[config.mk]
export PLATFORM = sky130hd
export DESIGN_NAME = onewire_alarm_ctrl
export DESIGN_NICKNAME = d
export VERILOG_FILES = /design/src/rtl/onewire_alarm_ctrl_pkg.sv /design/src/rtl/onewire_alarm_ctrl_comparator.sv /design/src/rtl/onewire_alarm_ctrl.sv
export SDC_FILE = /design/constraint.sdc
export NUM_CORES = 1
export LEC_CHECK = 0
export CORE_MARGIN = 5
export CORE_UTILIZATION = 55
export CTS_BUF_LIST = sky130_fd_sc_hd__clkbuf_4 sky130_fd_sc_hd__clkbuf_8 sky130_fd_sc_hd__clkbuf_16
export DETAILED_ROUTE_END_ITERATION = 8
export PLACE_DENSITY = 0.92
export SYNTH_ARGS = -nofsm -noshare
export SYNTH_HDL_FRONTEND = slang
export SYNTH_SLANG_ARGS = --single-unit
[constraint.sdc]
create_clock -name clk -period 4.4 [get_ports clk]
set_clock_uncertainty 0.1 [all_clocks]
set_input_delay 0.66 -clock clk [delete_from_list [all_inputs] [get_ports clk]]
set_output_delay 0.66 -clock clk [all_outputs]
set_load 0.1 [all_outputs]
[src/rtl/onewire_alarm_ctrl_pkg.sv]
// Shared constants for the 1-wire alarm-check sequencer: FSM encodings,
// counter width and the sign-bit position of sign-magnitude temperatures.
package onewire_alarm_ctrl_pkg;

    localparam int OW_DATA_W   = 8;
    localparam int OW_SIGN_BIT = 7;
    localparam int OW_CNT_W    = 4;

    typedef enum logic [1:0] {
        ST_IDLE   = 2'd0,
        ST_CMP_HI = 2'd1,
        ST_CMP_LO = 2'd2,
        ST_UPDATE = 2'd3
    } ow_state_e;

endpackage

[src/rtl/onewire_alarm_ctrl_comparator.sv]
// Combinational 8-bit sign-magnitude comparator: a_ge_b_o = (a_i >= b_i).
// Negative zero (0x80) orders strictly below positive zero (0x00).
module onewire_comparator
    import onewire_alarm_ctrl_pkg::*;
(
    input  logic [OW_DATA_W-1:0] a_i,
    input  logic [OW_DATA_W-1:0] b_i,
    output logic                 a_ge_b_o
);

    logic                     a_neg;
    logic                     b_neg;
    logic [OW_SIGN_BIT-1:0]   a_mag;
    logic [OW_SIGN_BIT-1:0]   b_mag;

    assign a_neg = a_i[OW_SIGN_BIT];
    assign b_neg = b_i[OW_SIGN_BIT];
    assign a_mag = a_i[OW_SIGN_BIT-1:0];
    assign b_mag = b_i[OW_SIGN_BIT-1:0];

    always_comb begin
        a_ge_b_o = 1'b0;
        if (a_neg != b_neg) begin
            a_ge_b_o = ~a_neg;
        end else if (!a_neg) begin
            a_ge_b_o = (a_mag >= b_mag);
        end else begin
            // both negative: the smaller magnitude is the larger value
            a_ge_b_o = (a_mag <= b_mag);
        end
    end

endmodule

[src/rtl/onewire_alarm_ctrl.sv]
// Alarm-check sequencer run after each temperature conversion; debounces
// temp>=TH / TL>=temp into alarm_flag. Optional ONEWIRE_ALARM_DIR_EN adds alarm_hi/alarm_lo.
module onewire_alarm_ctrl
    import onewire_alarm_ctrl_pkg::*;
#(
    parameter int ALARM_CNT = 1,
    parameter int CNT_W     = OW_CNT_W
) (
    input  logic                 clk,
    input  logic                 rst,
    input  logic                 conv_done,
    input  logic [OW_DATA_W-1:0] temp,
    input  logic [OW_DATA_W-1:0] th,
    input  logic [OW_DATA_W-1:0] tl,
    input  logic                 alarm_clr,
    output logic                 busy,
    output logic                 done,
    output logic                 alarm_flag,
    output logic                 overrun
`ifdef ONEWIRE_ALARM_DIR_EN
    ,
    output logic                 alarm_hi,
    output logic                 alarm_lo
`endif
);

    localparam logic [CNT_W:0] ALARM_CNT_L = (CNT_W+1)'(ALARM_CNT);

    ow_state_e              state_q, state_d;
    logic [OW_DATA_W-1:0]   t_q, th_q, tl_q;
    logic [OW_DATA_W-1:0]   cmp_a, cmp_b;
    logic                   cmp_ge;
    logic                   hi_q, lo_q;
    logic [CNT_W-1:0]       cnt_q;
    logic                   busy_q, done_q, flag_q, overrun_q;
    logic                   alarm;

    function automatic logic [CNT_W-1:0] sat_inc(input logic [CNT_W-1:0] c);
        return (c == {CNT_W{1'b1}}) ? c : c + CNT_W'(1);
    endfunction

    function automatic logic cnt_hit(input logic [CNT_W-1:0] c);
        return ({1'b0, c} + (CNT_W+1)'(1)) >= ALARM_CNT_L;
    endfunction

    always_ff @(posedge clk) begin
        if (rst) begin
            state_q <= ST_IDLE;
        end else begin
            state_q <= state_d;
        end
    end

    always_comb begin
        state_d = state_q;
        unique case (state_q)
            ST_IDLE:   if (conv_done) state_d = ST_CMP_HI;
            ST_CMP_HI: state_d = ST_CMP_LO;
            ST_CMP_LO: state_d = ST_UPDATE;
            ST_UPDATE: state_d = ST_IDLE;
            default:   state_d = ST_IDLE;
        endcase
    end

    // One comparator shared by both checks; held on t/th when idle to avoid toggling.
    always_comb begin
        cmp_a = t_q;
        cmp_b = th_q;
        if (state_q == ST_CMP_LO) begin
            cmp_a = tl_q;
            cmp_b = t_q;
        end
    end

    onewire_comparator u_cmp (
        .a_i      (cmp_a),
        .b_i      (cmp_b),
        .a_ge_b_o (cmp_ge)
    );

    assign alarm = hi_q | lo_q;

    always_ff @(posedge clk) begin
        if (rst) begin
            t_q       <= '0;
            th_q      <= '0;
            tl_q      <= '0;
            hi_q      <= 1'b0;
            lo_q      <= 1'b0;
            cnt_q     <= '0;
            busy_q    <= 1'b0;
            done_q    <= 1'b0;
            flag_q    <= 1'b0;
            overrun_q <= 1'b0;
        end else begin
            busy_q <= (state_d != ST_IDLE);
            done_q <= 1'b0;
            if (state_q == ST_IDLE && conv_done) begin
                t_q  <= temp;
                th_q <= th;
                tl_q <= tl;
            end
            if (state_q != ST_IDLE && conv_done) begin
                overrun_q <= 1'b1;
            end
            if (state_q == ST_CMP_HI) hi_q <= cmp_ge;
            if (state_q == ST_CMP_LO) lo_q <= cmp_ge;
            if (state_q == ST_UPDATE) begin
                done_q <= 1'b1;
                if (alarm) begin
                    cnt_q <= sat_inc(cnt_q);
                    if (cnt_hit(cnt_q)) flag_q <= 1'b1;
                end else begin
                    cnt_q  <= '0;
                    flag_q <= 1'b0;
                end
            end
            // clear overrides any update or overrun event in the same cycle
            if (alarm_clr) begin
                cnt_q     <= '0;
                flag_q    <= 1'b0;
                overrun_q <= 1'b0;
            end
        end
    end

    assign busy       = busy_q;
    assign done       = done_q;
    assign alarm_flag = flag_q;
    assign overrun    = overrun_q;

`ifdef ONEWIRE_ALARM_DIR_EN
    logic [1:0] dir_cond;
    logic [1:0] dir_flag;

    assign dir_cond = {lo_q, hi_q};

    // Channel 0 debounces the high condition, channel 1 the low condition.
    for (genvar gi = 0; gi < 2; gi++) begin : g_dir
        logic [CNT_W-1:0] dcnt_q;
        logic             dflag_q;

        always_ff @(posedge clk) begin
            if (rst || alarm_clr) begin
                dcnt_q  <= '0;
                dflag_q <= 1'b0;
            end else if (state_q == ST_UPDATE) begin
                if (dir_cond[gi]) begin
                    dcnt_q <= sat_inc(dcnt_q);
                    if (cnt_hit(dcnt_q)) dflag_q <= 1'b1;
                end else begin
                    dcnt_q  <= '0;
                    dflag_q <= 1'b0;
                end
            end
        end

        assign dir_flag[gi] = dflag_q;
    end

    assign alarm_hi = dir_flag[0];
    assign alarm_lo = dir_flag[1];
`endif

endmodule

==> summary.txt, run 1 <==
Synthesis
  • Post-synth EDFFs: 0
  • Cell count after synthesis: between 200 and 250
  • Avg Synthesized Cell Area: roughly 8.3 sq um
  • Post-synthesis register bit count: 36
  • Synth Warn #: 0
  • Asr flop ratio synth: 0%
  • Synth Cell Area: 1770 sq um
  • Netlist cell types: 30
  • Syn_nets: between 200 and 300
  • Sequential share of the synthesized area: 40.8%
  • Predominant post-synthesis flop cell: dfxtp_1

Timing
  • Worst hold margin: 358 ps
  • Final setup margin: around 1300 ps
  • # setup viols final: 0
  • Tmin final: ~3100 ps
  • Final setup TNS: 0 ps
  • RSZ-0062 raised after global routing: no
  • Worst slew pin tran: roughly 1000 ps
  • Max transition margin: between 30% and 40%
  • Max Fclk: 318 MHz
  • Final hold violation count: 0
  • Period utilisation layout: between 70% and 80%
  • Fin. max-slew vios: 0

Cells and area
  • Final #Nets: 283
  • Layout cells sized above 1: ~7.5%
  • Filler cells: about 260
  • Area grow syn2layout: 22.4%
  • Final Util: between 70% and 80%
  • Antenna diode instance count: 0

GRT
  • Vias in the first global route: roughly 1300
  • Gr ovfl total: 0
  • Largest net degree at the start of global routing: 31
  • GRT Util Overall: 15.8%
  • Initial antenna violation count: 0
  • First-pass GRT wire length: 5.32 mm

Place
  • Detailed Place HPWL: 2.46 mm
  • Pre-CTS setup slack: approximately 1300 ps
  • I/O Buffers: 31
  • Final GP Congestion: about 0.79

Critical path
  • Setup slack, reg-to-reg: about 1300 ps
  • CP required: roughly 4500 ps
  • Crit Path Class: flop to flop
  • Arr. time, crit path: ~3300 ps
  • Setup crit end kind: flop
  • Startpoint Class: flop
  • CP max FO: 11

Routing
  • DRT antenna net count: 0
  • Initial detailed-routing violation count: 46
  • DRC: 0
  • Via count: between 1000 and 1500
  • Vias per cell: ~5.2
  • Routed WL: around 3.3 mm
  • WL/cell: 11.6 um
  • Iteration count of the initial detailed-routing pass: 4

Clock network
  • CTS clock-pin slew for the worst setup and hold paths: roughly 100 ps
  • Post-CTS Resized: 0
  • Hold Buf Count CTS: 0
  • CTS root buf: clkbuf_4
  • Clk sink count: 36
  • Num CTS Buffers: 5
  • Clk buf depth: 2
  • CTS tree: yes
  • Worst skew pair latency: between 300 and 400 ps
  • H-tree depth: 2
  • Post-CTS setup repair buffer count: 0

Min path
  • HP Class: flop to flop

Status
  • Status: finished, final reports clean

Flow run
  • Max cap viols: 0

Floorplan
  • Rows: 20
  • # IOs: 32
  • Starting Density: 57.4%
  • Die area: around 4400 sq um
  • Die width: about 67 um
  • Core area: around 3100 sq um
  • Die height: between 60 and 70 um

Power
  • Max IR drop VDD: 309 uV
  • Leakage: approximately 0.84 nW
  • Power per cell area: a little over 500 nW/um^2
==> final timing paths <==
check             endpoint        from  depth (start not counted)
setup / recovery      lo_q  state_q[0]                         10
setup reg to reg      lo_q  state_q[0]                         10
hold reg to reg    th_q[6]     th_q[6]                          2
hold / removal     th_q[6]     th_q[6]                          2
==> Yosys cell counts, types with 2 or more instances <==
| library cell | n | share of area (%) |
|---|---|---|
| o21ai_0 | 6 | 1.7 |
| nand3_1 | 3 | 0.85 |
| mux2_2 | 7 | 4.5 |
| a211oi_1 | 3 | 1.3 |
| ha_1 | 14 | 9.9 |
| nor2_1 | 12 | 2.6 |
| dfxtp_1 | 36 | 41 |
| clkbuf_1 | 10 | 2.1 |
| mux2i_1 | 10 | 5.7 |
| nor2b_1 | 4 | 1.4 |
| inv_1 | 7 | 1.5 |
| nand2_1 | 50 | 11 |
| o211ai_1 | 2 | 0.85 |
| a21oi_1 | 30 | 8.5 |
| or2_2 | 3 | 1.1 |
| or3_1 | 2 | 0.71 |
==> flip-flops by register name, summed over array words and instances (netlist names) <==
name        flops
t_q             8
th_q            8
tl_q            8
cnt_q           4
state_q         2
alarm_flag      1
busy            1
done            1
hi_q            1
lo_q            1
overrun         1
==> placed cells by master, fill, tap and decap left out, types with 4 or more instances in the layout <==
cell and instances:
a21oi_1 30, clkbuf_4 5, clkdlybuf4s50_1 31, dfxtp_1 36
ha_1 14, inv_1 7, mux2_2 7, mux2i_1 10
nand2_1 50, nor2_1 12, nor2b_1 4, o21ai_0 6
==> per-layer routing <==
layer  up-vias  routed length (um)  GRT usage (%)
met3         5                 194           5.73
met1       672                1470           16.4
li1        781                   -              -
met2        32                1580           28.3
met5         -                   0              0
met4         0                  53           6.85
==> critical path, cell delays in order, from the launching register on <==
cell	delay, ps
dfxtp_1	350
inv_1	120
ha_1	440
buf_4	290
mux2_2	360
ha_1	310
a21oi_1	130
nor2_1	50
a2111o_1	390
or3_1	360
o211a_1	130
==> where the power goes <==
part	internal, mW	total (mW)	switching [mW]
clock network	0.0906	0.192	0.101
registers	0.388	0.428	0.0402
logic	0.201	0.489	0.288
total	0.679	1.11	0.430
==> layout make-up <==
type / instances / area [sq um] / area share, %
Tap cell: 44 / 55.1 / 2.55
Inverter: 7 / 26.3 / 1.22
Clock buffer: 7 / 65.1 / 3.01
Multi-Input combinational cell: 159 / 976 / 45.2
Sequential cell: 36 / 721 / 33.4
Timing Repair Buffer: 32 / 318 / 14.7
==> through the flow <==
stage | cell area [sq um] | cells | power [mW]
3_3_place_gp | 2100 | 278 | 0.905
6_report | 2160 | 285 | 1.11
2_1_floorplan | 1770 | 213 | 0.812
5_1_grt | 2160 | 285 | 1.19
4_1_cts | 2160 | 285 | 1.12
3_5_place_dp | 2100 | 278 | 0.925
==> logic make-up after synthesis <==
logic type	count (synthesis)	synth area share (%)
AOI/OAI and AO/OA	48	15.7
xor gates and xnor gates	1	0.496
adders and majority gates	14	9.92
buffers and inverters	18	3.90
DFF	36	40.8
muxes	17	10.1
and+or+nand+nor	79	19.1
No activity file was read; power rests on OpenSTA's default activity.
==> run 2, diff against run 1 <==
CORE_UTILIZATION = 46   (was 55)
PLACE_DENSITY = 0.83   (was 0.92)
clock period = 2.6 ns   (was 4.4 ns; I/O delays follow)
==> run 2 against run 1 <==
Clock-buffer cell count decreased by 1. Cell area rose by 5.3%. Maximum frequency increased by 27%. Critical path type unchanged.
==> summary.txt, run 2 (synthesis results as in run 1) <==
Status
  • Status: finished, final reports clean

Routing
  • Iteration count of the initial detailed-routing pass: 6 (+2)
  • WL/cell: 12.5 um (+8.1%)
  • Initial detailed-routing violation count: 70 (+52%)
  • DRT antenna net count: 0 (unchanged)
  • Vias per cell: 5.14 (-1.8%)
  • Via count: 1520 (+2.0%)
  • Routed WL: 3.70 mm (+12%)
  • DRC: 0 (unchanged)

Cells and area
  • Largest regs: t_q x8, th_q x8, tl_q x8
  • Fin cells: 296 (+3.9%)
  • Register area: 723 sq um (+0.35%)
  • Most frequent cells in the layout: nand2_1 (50), dfxtp_1 (34), a21oi_1 (30), clkdlybuf4s50_1 (27)
  • Commonest non-fill, non-tap cell in the layout: nand2_1
  • Filler cells: 337 (+32%)
  • Antenna diode instance count: 0 (unchanged)
  • Multi-input logic area: 1000 sq um (+2.9%)
  • Layout cells sized above 1: 14.1% (+6.6 points)
  • Area grow syn2layout: 28.8%
  • Final #Nets: 289 (+2.1%)

Clock network
  • Post-CTS setup repair buffer count: 0 (unchanged)
  • CTS clock-pin slew for the worst setup and hold paths: 70 ps (-30 ps)
  • Num CTS Buffers: 5 (unchanged)
  • CTS root buf: clkbuf_8
  • Clk sink count: 36 (unchanged)
  • Worst skew pair latency: 290 ps (-50 ps)
  • H-tree depth: 2 (unchanged)
  • CTS tree: yes
  • Clk buf depth: 2 (unchanged)

Timing
  • # setup viols final: 0 (unchanged)
  • Worst hold margin: 362 ps (+4.36 ps)
  • Worst slew pin tran: 762 ps (-267 ps)
  • Max Fclk: 403 MHz (+27%)
  • Fin. max-slew vios: 0 (unchanged)
  • Tmin final: 2480 ps (-662 ps)
  • Period utilisation layout: 95.5% (+24 points)
  • Max transition margin: 49.1% (+18 points)
  • Final hold violation count: 0 (unchanged)

GRT
  • Initial antenna violation count: 0 (unchanged)
  • Largest net degree at the start of global routing: 25 (-19%)
  • GRT Util Overall: 15.2% (-0.69 points)
  • Vias in the first global route: 1515 (+13%)
  • Gr ovfl total: 0 (unchanged)
  • First-pass GRT wire length: 6.29 mm (+18%)

Min path
  • HP Class: flop to flop

Place
  • I/O Buffers: 31 (unchanged)
  • Final GP Congestion: 0.790 (+0.33%)
  • Detailed Place HPWL: 2.81 mm (+14%)
  • Inst Count DP: 288 (+3.6%)

Floorplan
  • Starting Density: 47.9% (-9.5 points)
  • Core area: 3690 sq um (+20%)
  • # IOs: 32 (unchanged)
  • Die area: 5180 sq um (+17%)
  • Rows: 22 (+10%)
  • Die width: 72.0 um (+7.9%)
  • Die height: 72.0 um (+7.9%)

Power
  • Final Total Pwr: 2.07 mW (+86%)
  • Max IR drop VDD: 502 uV (+63%)
  • Leakage: 0.893 nW (+6.7%)
  • Power per cell area: 909 nW/um^2 (+77%)

Flow run
  • Max cap viols: 0 (unchanged)

Critical path
  • Setup crit end kind: flop
  • Startpoint Class: flop
  • CP max FO: 8 (-3)
  • CP required: 2710 ps (-1830 ps)
  • Arr. time, crit path: 2600 ps (-680 ps)
  • Crit Path Class: flop to flop
## run 2: changes by cell type in the layout (fill, tap and decap cells not counted), moves of 4 or more
cell / change
clkdlybuf4s50_1: -4
clkbuf_8: +4
clkbuf_4: -5
buf_4: +8
## run 2: path summary, 6_finish.rpt
check             start       to  slack, ps  cells after the start
max reg2reg  state_q[0]     hi_q        120                     10
max          state_q[0]     hi_q        120                     10
min             tl_q[6]  tl_q[6]        360                      2
min reg2reg     tl_q[6]  tl_q[6]        360                      2
## run 2: cell type report
class / instances / share of cell area (%)
Tap cell: 48 / 2.64
Sequential cell: 36 / 31.8
Clock buffer: 6 / 3.63
Timing Repair Buffer: 38 / 16.2
Multi-Input combinational cell: 159 / 44.2
Inverter: 7 / 1.16
Clock inverter: 2 / 0.440
## run 2: what timing repair did
action	in CTS	in global routing
setup endpoints to repair	2	2
pin swaps	0	3
gates resized for setup	3	9
hold buffers	0	0
## run 2: where the power goes
part,internal [mW],switching (mW),leakage [nW]
Clock,0.211,0.191,0.0510
Sequential,0.660,0.0713,0.295
Combinational,0.408,0.525,0.547
Total,1.28,0.788,0.893
## run 2: critical path: stages, from the launching register on
cell	delay [ps]
dfxtp_2	330
inv_2	70
ha_4	160
buf_8	130
mux2_2	330
ha_1	320
nand2_1	80
nor2_1	40
a2111o_1	330
or3_1	350
a31oi_1	160
## run 2: layer usage
layer	routed length, um	track usage [%]	share of wire [%]	vias to the layer above
li1	-	-	-	793
met1	1640	17.0	44	690
met2	1830	26.5	50	28
met3	142	3.60	3.8	9
met4	81	7.93	2.2	0
met5	0	0	0	-
## run 2: per-stage QoR
stage / cell area [sq um] / setup slack, ps / TNS, ps / util [%]
finish: 2270 / 117 / 0 / 61.7
global route: 2270 / -6.44 / -6.44 / 61.7
CTS: 2240 / 34.4 / 0 / 60.9
detailed placement: 2140 / -23.4 / -23.4 / 57.9
global placement: 2140 / 44.4 / 0 / 57.9
floorplan: 1780 / 8.28 / 0 / -
==> run 3, diff against run 2 <==
TNS_END_PERCENT = 20   (was not set)
==> results of run 3 <==
No change in the layout: final DEF, timing and power equal those of run 2.
